--- src/rtl/arbitro_de_acesso_if.sv ---
// Request/grant bundle between the two user slots and the LED arbiter.
// The slave side is the arbiter. The master side is whatever drives the switches and buttons.
interface arbitro_de_acesso_if;
   logic [2:0] user0;
   logic [2:0] func0;
   logic [2:0] user1;
   logic [2:0] func1;
   logic [1:0] grant;
   logic [2:0] perdedor;
   logic       conflito;
   logic       hold_active;

   modport slave (
      input  user0, func0, user1, func1,
      output grant, perdedor, conflito, hold_active
   );

   modport master (
      output user0, func0, user1, func1,
      input  grant, perdedor, conflito, hold_active
   );
endinterface

--- src/rtl/arbitro_de_acesso.sv ---
// Registered arbiter for the shared LED matrix/LED outputs.
//
// state    | meaning
// ---------+---------------------------------------------------------
// ST_IDLE  | no valid request, nobody drives the outputs
// ST_G0    | requester 0 owns the outputs (hold counter protects it)
// ST_G1    | requester 1 owns the outputs (hold counter protects it)
// ST_AMBOS | both request different functions, both drive
module arbitro_de_acesso #(
   parameter int HOLD_CYCLES = 1000
) (
   input logic                clock_i,
   input logic                reset_n_i,
   arbitro_de_acesso_if.slave arb_io
);

   localparam int CW = (HOLD_CYCLES > 0) ? $clog2(HOLD_CYCLES + 1) : 1;
   localparam logic [CW-1:0] HOLD_LD = CW'(HOLD_CYCLES);

   typedef enum logic [1:0] {ST_IDLE, ST_G0, ST_G1, ST_AMBOS} state_t;

   logic [11:0]   sync1_q, sync2_q;
   state_t        state_q, state_d;
   logic [CW-1:0] cnt_q, cnt_d;
   logic          rr_q, rr_d;
   logic [2:0]    hf_q, hf_d;
   logic [1:0]    grant_q, grant_d;
   logic [2:0]    perd_q, perd_d;
   logic          conf_q, conf_d;
   logic          hold_q, hold_d;

   logic [2:0] s_user0, s_func0, s_user1, s_func1;
   logic       req0, req1;
   state_t     arb_state;
   logic       arb_tie;
   logic       use_arb, reload;

   assign s_user0 = sync2_q[11:9];
   assign s_func0 = sync2_q[8:6];
   assign s_user1 = sync2_q[5:3];
   assign s_func1 = sync2_q[2:0];
   assign req0    = (s_func0 != 3'b000) && (s_user0 != 3'b000);
   assign req1    = (s_func1 != 3'b000) && (s_user1 != 3'b000);

   // Two-flop synchronizer for the raw switch/button inputs.
   always_ff @(posedge clock_i or negedge reset_n_i) begin
      if (!reset_n_i) begin
         sync1_q <= '0;
         sync2_q <= '0;
      end else begin
         sync1_q <= {arb_io.user0, arb_io.func0, arb_io.user1, arb_io.func1};
         sync2_q <= sync1_q;
      end
   end

   // Fresh arbitration decision: larger user code wins, ties go to the rr pointer.
   always_comb begin
      arb_state = ST_IDLE;
      arb_tie   = 1'b0;
      if (req0 && req1) begin
         if (s_func0 != s_func1) begin
            arb_state = ST_AMBOS;
         end else if (s_user0 > s_user1) begin
            arb_state = ST_G0;
         end else if (s_user1 > s_user0) begin
            arb_state = ST_G1;
         end else begin
            arb_tie   = 1'b1;
            arb_state = rr_q ? ST_G1 : ST_G0;
         end
      end else if (req0) begin
         arb_state = ST_G0;
      end else if (req1) begin
         arb_state = ST_G1;
      end
   end

   // Next-state, hold counter and output decode from the next state.
   always_comb begin
      state_d = state_q;
      cnt_d   = cnt_q;
      rr_d    = rr_q;
      hf_d    = hf_q;
      use_arb = 1'b0;
      reload  = 1'b0;
      case (state_q)
         ST_IDLE: use_arb = 1'b1;
         ST_G0: begin
            if (!req0 || (s_func0 != hf_q)) begin
               use_arb = 1'b1;
            end else if (req1 && (s_func1 != s_func0)) begin
               state_d = ST_AMBOS;
            end else if (req1 && (cnt_q == '0) && (s_user1 > s_user0)) begin
               state_d = ST_G1;
               reload  = 1'b1;
            end else begin
               cnt_d = (cnt_q != '0) ? cnt_q - 1'b1 : '0;
            end
         end
         ST_G1: begin
            if (!req1 || (s_func1 != hf_q)) begin
               use_arb = 1'b1;
            end else if (req0 && (s_func0 != s_func1)) begin
               state_d = ST_AMBOS;
            end else if (req0 && (cnt_q == '0) && (s_user0 > s_user1)) begin
               state_d = ST_G0;
               reload  = 1'b1;
            end else begin
               cnt_d = (cnt_q != '0) ? cnt_q - 1'b1 : '0;
            end
         end
         ST_AMBOS: begin
            if (!req0 || !req1 || (s_func0 == s_func1)) begin
               use_arb = 1'b1;
            end
         end
         default: use_arb = 1'b1;
      endcase

      // A grant picked by arb() is always a new grant, even for the same holder.
      if (use_arb) begin
         state_d = arb_state;
         if ((arb_state == ST_G0) || (arb_state == ST_G1)) begin
            reload = 1'b1;
         end
         if (arb_tie) begin
            rr_d = ~rr_q;
         end
      end
      if (reload) begin
         cnt_d = HOLD_LD;
         hf_d  = (state_d == ST_G1) ? s_func1 : s_func0;
      end
      if ((state_d == ST_IDLE) || (state_d == ST_AMBOS)) begin
         cnt_d = '0;
      end

      grant_d = 2'b00;
      conf_d  = 1'b0;
      perd_d  = 3'b000;
      case (state_d)
         ST_G0: begin
            grant_d = 2'b01;
            conf_d  = req1 && (s_func1 == s_func0);
            perd_d  = conf_d ? s_user1 : 3'b000;
         end
         ST_G1: begin
            grant_d = 2'b10;
            conf_d  = req0 && (s_func0 == s_func1);
            perd_d  = conf_d ? s_user0 : 3'b000;
         end
         ST_AMBOS: grant_d = 2'b11;
         default:  grant_d = 2'b00;
      endcase
      hold_d = (cnt_d != '0);
   end

   // State, counter, rr pointer and registered outputs.
   always_ff @(posedge clock_i or negedge reset_n_i) begin
      if (!reset_n_i) begin
         state_q <= ST_IDLE;
         cnt_q   <= '0;
         rr_q    <= 1'b0;
         hf_q    <= 3'b000;
         grant_q <= 2'b00;
         perd_q  <= 3'b000;
         conf_q  <= 1'b0;
         hold_q  <= 1'b0;
      end else begin
         state_q <= state_d;
         cnt_q   <= cnt_d;
         rr_q    <= rr_d;
         hf_q    <= hf_d;
         grant_q <= grant_d;
         perd_q  <= perd_d;
         conf_q  <= conf_d;
         hold_q  <= hold_d;
      end
   end

   assign arb_io.grant       = grant_q;
   assign arb_io.perdedor    = perd_q;
   assign arb_io.conflito    = conf_q;
   assign arb_io.hold_active = hold_q;

endmodule

--- src/flat_wrapper.sv ---
// flat-port wrapper written by rule: the top's interface ports become plain ports
module arbitro_de_acesso_flat 
#(
   parameter int HOLD_CYCLES = 1000
)
  (clock_i, reset_n_i, arb_io_user0, arb_io_func0, arb_io_user1, arb_io_func1, arb_io_grant, arb_io_perdedor, arb_io_conflito, arb_io_hold_active);
  arbitro_de_acesso_if arb_io_i ();
  input logic clock_i;
  input logic reset_n_i;
  input wire logic [$bits(arb_io_i.user0)-1:0] arb_io_user0;
  input wire logic [$bits(arb_io_i.func0)-1:0] arb_io_func0;
  input wire logic [$bits(arb_io_i.user1)-1:0] arb_io_user1;
  input wire logic [$bits(arb_io_i.func1)-1:0] arb_io_func1;
  output wire logic [$bits(arb_io_i.grant)-1:0] arb_io_grant;
  output wire logic [$bits(arb_io_i.perdedor)-1:0] arb_io_perdedor;
  output wire logic [$bits(arb_io_i.conflito)-1:0] arb_io_conflito;
  output wire logic [$bits(arb_io_i.hold_active)-1:0] arb_io_hold_active;
  assign arb_io_i.user0 = arb_io_user0;
  assign arb_io_i.func0 = arb_io_func0;
  assign arb_io_i.user1 = arb_io_user1;
  assign arb_io_i.func1 = arb_io_func1;
  assign arb_io_grant = arb_io_i.grant;
  assign arb_io_perdedor = arb_io_i.perdedor;
  assign arb_io_conflito = arb_io_i.conflito;
  assign arb_io_hold_active = arb_io_i.hold_active;
  arbitro_de_acesso #(.HOLD_CYCLES(HOLD_CYCLES)) u_core (.clock_i(clock_i), .reset_n_i(reset_n_i), .arb_io(arb_io_i));
endmodule
--- config.mk ---
export PLATFORM = sky130hd
export DESIGN_NAME = arbitro_de_acesso_flat
export DESIGN_NICKNAME = d
export VERILOG_FILES = /design/src/rtl/arbitro_de_acesso_if.sv /design/src/rtl/arbitro_de_acesso.sv /design/src/flat_wrapper.sv
export SDC_FILE = /design/constraint.sdc
export NUM_CORES = 1
export LEC_CHECK = 0
export ABC_CLOCK_PERIOD_IN_PS = 12350
export BUFFER_PORTS_ARGS = -buffer_cell sky130_fd_sc_hd__buf_2
export CAP_MARGIN = 30
export CORE_MARGIN = 4
export CORE_UTILIZATION = 60
export CTS_BUF_LIST = sky130_fd_sc_hd__clkbuf_4 sky130_fd_sc_hd__clkbuf_8
export CTS_CLUSTER_DIAMETER = 50
export DETAILED_ROUTE_END_ITERATION = 6
export PLACE_DENSITY_LB_ADDON = 0.15
export SLEW_MARGIN = 20
export SYNTH_ARGS = -nofsm -noshare
export SYNTH_HDL_FRONTEND = slang
export SYNTH_SLANG_ARGS = --single-unit
export TNS_END_PERCENT = 30
--- constraint.sdc ---
create_clock -name clock_i -period 12.35 [get_ports clock_i]
set_input_delay 2.47 -clock clock_i [delete_from_list [all_inputs] [get_ports clock_i]]
set_output_delay 2.47 -clock clock_i [all_outputs]
set_load 0.01 [all_outputs]
==> results.toml <==
[run_status]
status = "finished clean"

[drt]
drt-initial-drc-count = 281
drt_first_pass_iters = 5
final_antenna_net_count = 0
routed_wl_mm = 6.018
viasPerCell = 6.555
wl_per_cell_um = 17.75
num_vias = 2222
drc = 0

[clock_network]
root_buffer = "clkbuf_8"
clockBufferDepth = 2
cts_max_level = 2
cts_made_buffers = 5
insertion_delay_ns = 0.29
post_cts_buffers = 0
cts_hold_buf = 0
cts_tree = "yes"
cts_sinks = 46
cts_resized = 0
clk_pin_slew_ns = 0.08

[sta]
rsz0062_at_grt = "no"
max_freq_ghz = 0.2100
hold_viol = 0
setup_viol = 0
tightest_slew_ns = 0.6619
worst_slack_ns = 7.588
slew_headroom_pct = 55.82
setup-tns-final_ns = 0
min_period_ns = 4.762
finClkSkew_ns = 0.006197
slew_violations = 0
timing.final.crit_share_pct = 38.56

[setup_path]
path_cells = "inv_1 -> ha_1 -> nor3b_2 -> nand3_1 -> or3_1 -> o21ai_0 -> a21oi_1 -> o21a_1 -> o32a_1 -> mux2_2 -> ha_1 -> nor4_1 -> or4_1 -> or4_1"
r2r_setup_slack_ns = 7.59
worst-setup-path-type = "reg -> reg"
cp_num_cells = 14
crit_path_end = "u_core.arb_io.hold_active"
cp_slowest_cell = "or3_1"
rr_startpoint = "u_core.cnt_q[0]"
critical_path.top_delay_family = "simple AND/OR/NAND/NOR gates"
r2r_cells = 14
crit_fanout = 12
crit_buf_inv = 1
arrival_ns = 4.93
critPathCaptureType = "flip-flop"
cpPeakStageDelay_ns = 0.54
cp.required_ns = 12.52
r2r-end = "u_core.arb_io.hold_active"
start_kind = "flip-flop"
startpoint = "u_core.cnt_q[0]"

[synth]
synth-compound-area-share_pct = 22.01
synthArstFlopShare_pct = 100.0
ys.flop_type = "dfrtp_1"
yosys_warnings = 0
synth_xor_area_share_pct = 3.265
syn_area_um2 = 2683
synth_edf_count = 0
synth_top_family_by_area = "compound AO/OA/AOI/OAI gates"
synth_mux_area_share_pct = 3.498
yosys_register_bits = 46
syn_inst = 271
syn_avg_cell_area_um2 = 9.899
synth-adder-area-share_pct = 5.597
synthSimpleGateAreaFrac_pct = 18.38
yosysUniqueCellTypes = 66
ys_seq_area_share_pct = 42.91
syn-num-nets = 297

[cells_and_area]
final_common_cell = "dfrtp_1"
multiInputGateArea_um2 = 1415
drive_gt1_share_pct = 16.38
regArea_um2 = 1151
insertedDiodeCount = 0
fin_area_um2 = 2924
fin_nets = 313
fill_cells = 354
mostFrequentLayoutCells = "46 x dfrtp_1, 21 x nand2_1, 20 x buf_2"
synthToLayoutAreaGrowth_pct = 9.002
fin_util_pct = 67.16

[die]
num_io_pins = 21
dieArea_um2 = 5605
rows = 24
coreArea_um2 = 4354
die-width_um = 74.87
die_h_um = 74.87
initial_core_util_pct = 61.61

[global_route]
grt_pass1_vias = 2144
overflow = 0
gr-usage-all-layers_pct = 23.82
grt_first_pass_wirelength_mm = 10.14
grt_max_degree = 47
antenna_found_initial = 0

[place]
hpwlAfterDp_mm = 4.420
gp_congestion = 0.9855
port_buffers = 20
dp_slack_ns = 7.695
postPlaceCellArea_um2 = 2791

[power]
power_uw = 738.2
power_density_nw_per_um2 = 252.4
vdd_drop_max_mv = 0.1229
leakage_uw = 0.001313

[flow_run]
cap_violations = 0

[hold_path]
hold_path.class = "reg -> reg"
## kinds of logic (layout without fill, tap and decap cells)
logic type,Yosys count,after routing
and+or+nand+nor,87,87
xor gates and xnor gates,10,10
AOI/OAI and AO/OA,80,80
muxes,9,9
adders and majority gates,12,12
buffers and inverters,27,43
DFF,46,46
## metrics by stage
step                hold slack, ns  instances
floorplan                   0.3312        271
global placement            0.3318        331
detailed placement          0.3364        331
CTS                         0.3547        338
global route                0.3588        339
finish                      0.3494        339
## state kept, by name (all words and copies together), names as in the netlist
signal                     cells
u_core.arb_io.conflito         1
u_core.arb_io.grant            1
u_core.arb_io.hold_active      1
u_core.arb_io.perdedor         3
u_core.cnt_q                  10
u_core.hf_q                    3
u_core.rr_q                    1
u_core.state_q                 2
u_core.sync1_q                12
u_core.sync2_q                12
## cell usage after synthesis (4+ instances only)
library cell / n / area share, %
nor3_1: 8 / 1.5
o211ai_1: 5 / 1.4
inv_1: 14 / 2.0
or4_1: 4 / 1.1
a21oi_1: 16 / 3.0
ha_1: 12 / 5.6
xor2_1: 4 / 1.3
o21a_1: 4 / 1.1
and3_1: 6 / 1.4
mux2i_1: 6 / 2.2
nand2_1: 21 / 2.9
nor4_1: 4 / 0.93
xnor2_1: 6 / 2.0
nand3_1: 4 / 0.75
dfrtp_1: 46 / 43
o21ai_0: 13 / 2.4
clkbuf_1: 8 / 1.1
a31oi_1: 4 / 0.93
nand4_1: 5 / 1.2
nor2_1: 17 / 2.4
## per-layer routing
metal | vias to the layer above | global-route usage (%) | share of wire [%]
li1 | 1040 | - | -
met1 | 1063 | 32.67 | 44
met2 | 106 | 35.69 | 47
met3 | 13 | 6.809 | 7.7
met4 | 0 | 9.684 | 1.6
met5 | - | 0 | 0
## report_power, final
part | internal, µW | total (µW) | switching (µW)
combinational | 158 | 416 | 259
clock | 64.7 | 111 | 45.9
sequential | 181 | 211 | 30.7
## how the worst min path moves through the flow
stage                            start            endpoint  depth (start not counted)
floorplan            u_core.sync1_q[0]   u_core.sync2_q[0]                          0
global placement     u_core.sync1_q[0]   u_core.sync2_q[0]                          0
detailed placement   u_core.sync1_q[0]   u_core.sync2_q[0]                          0
CTS                  u_core.sync1_q[0]   u_core.sync2_q[0]                          0
global route         u_core.sync1_q[4]   u_core.sync2_q[4]                          0
finish              u_core.sync1_q[11]  u_core.sync2_q[11]                          0
## cell type report
| cell class | count | area share [%] |
|---|---|---|
| clock buffer | 6 | 2.824 |
| clock inverter | 1 | 1.027 |
| inverter | 14 | 1.797 |
| multi-input combinational | 198 | 48.40 |
| sequential | 46 | 39.37 |
| tap | 52 | 2.225 |
| timing repair buffer | 22 | 4.365 |
Power figures use the tool's default switching activity.
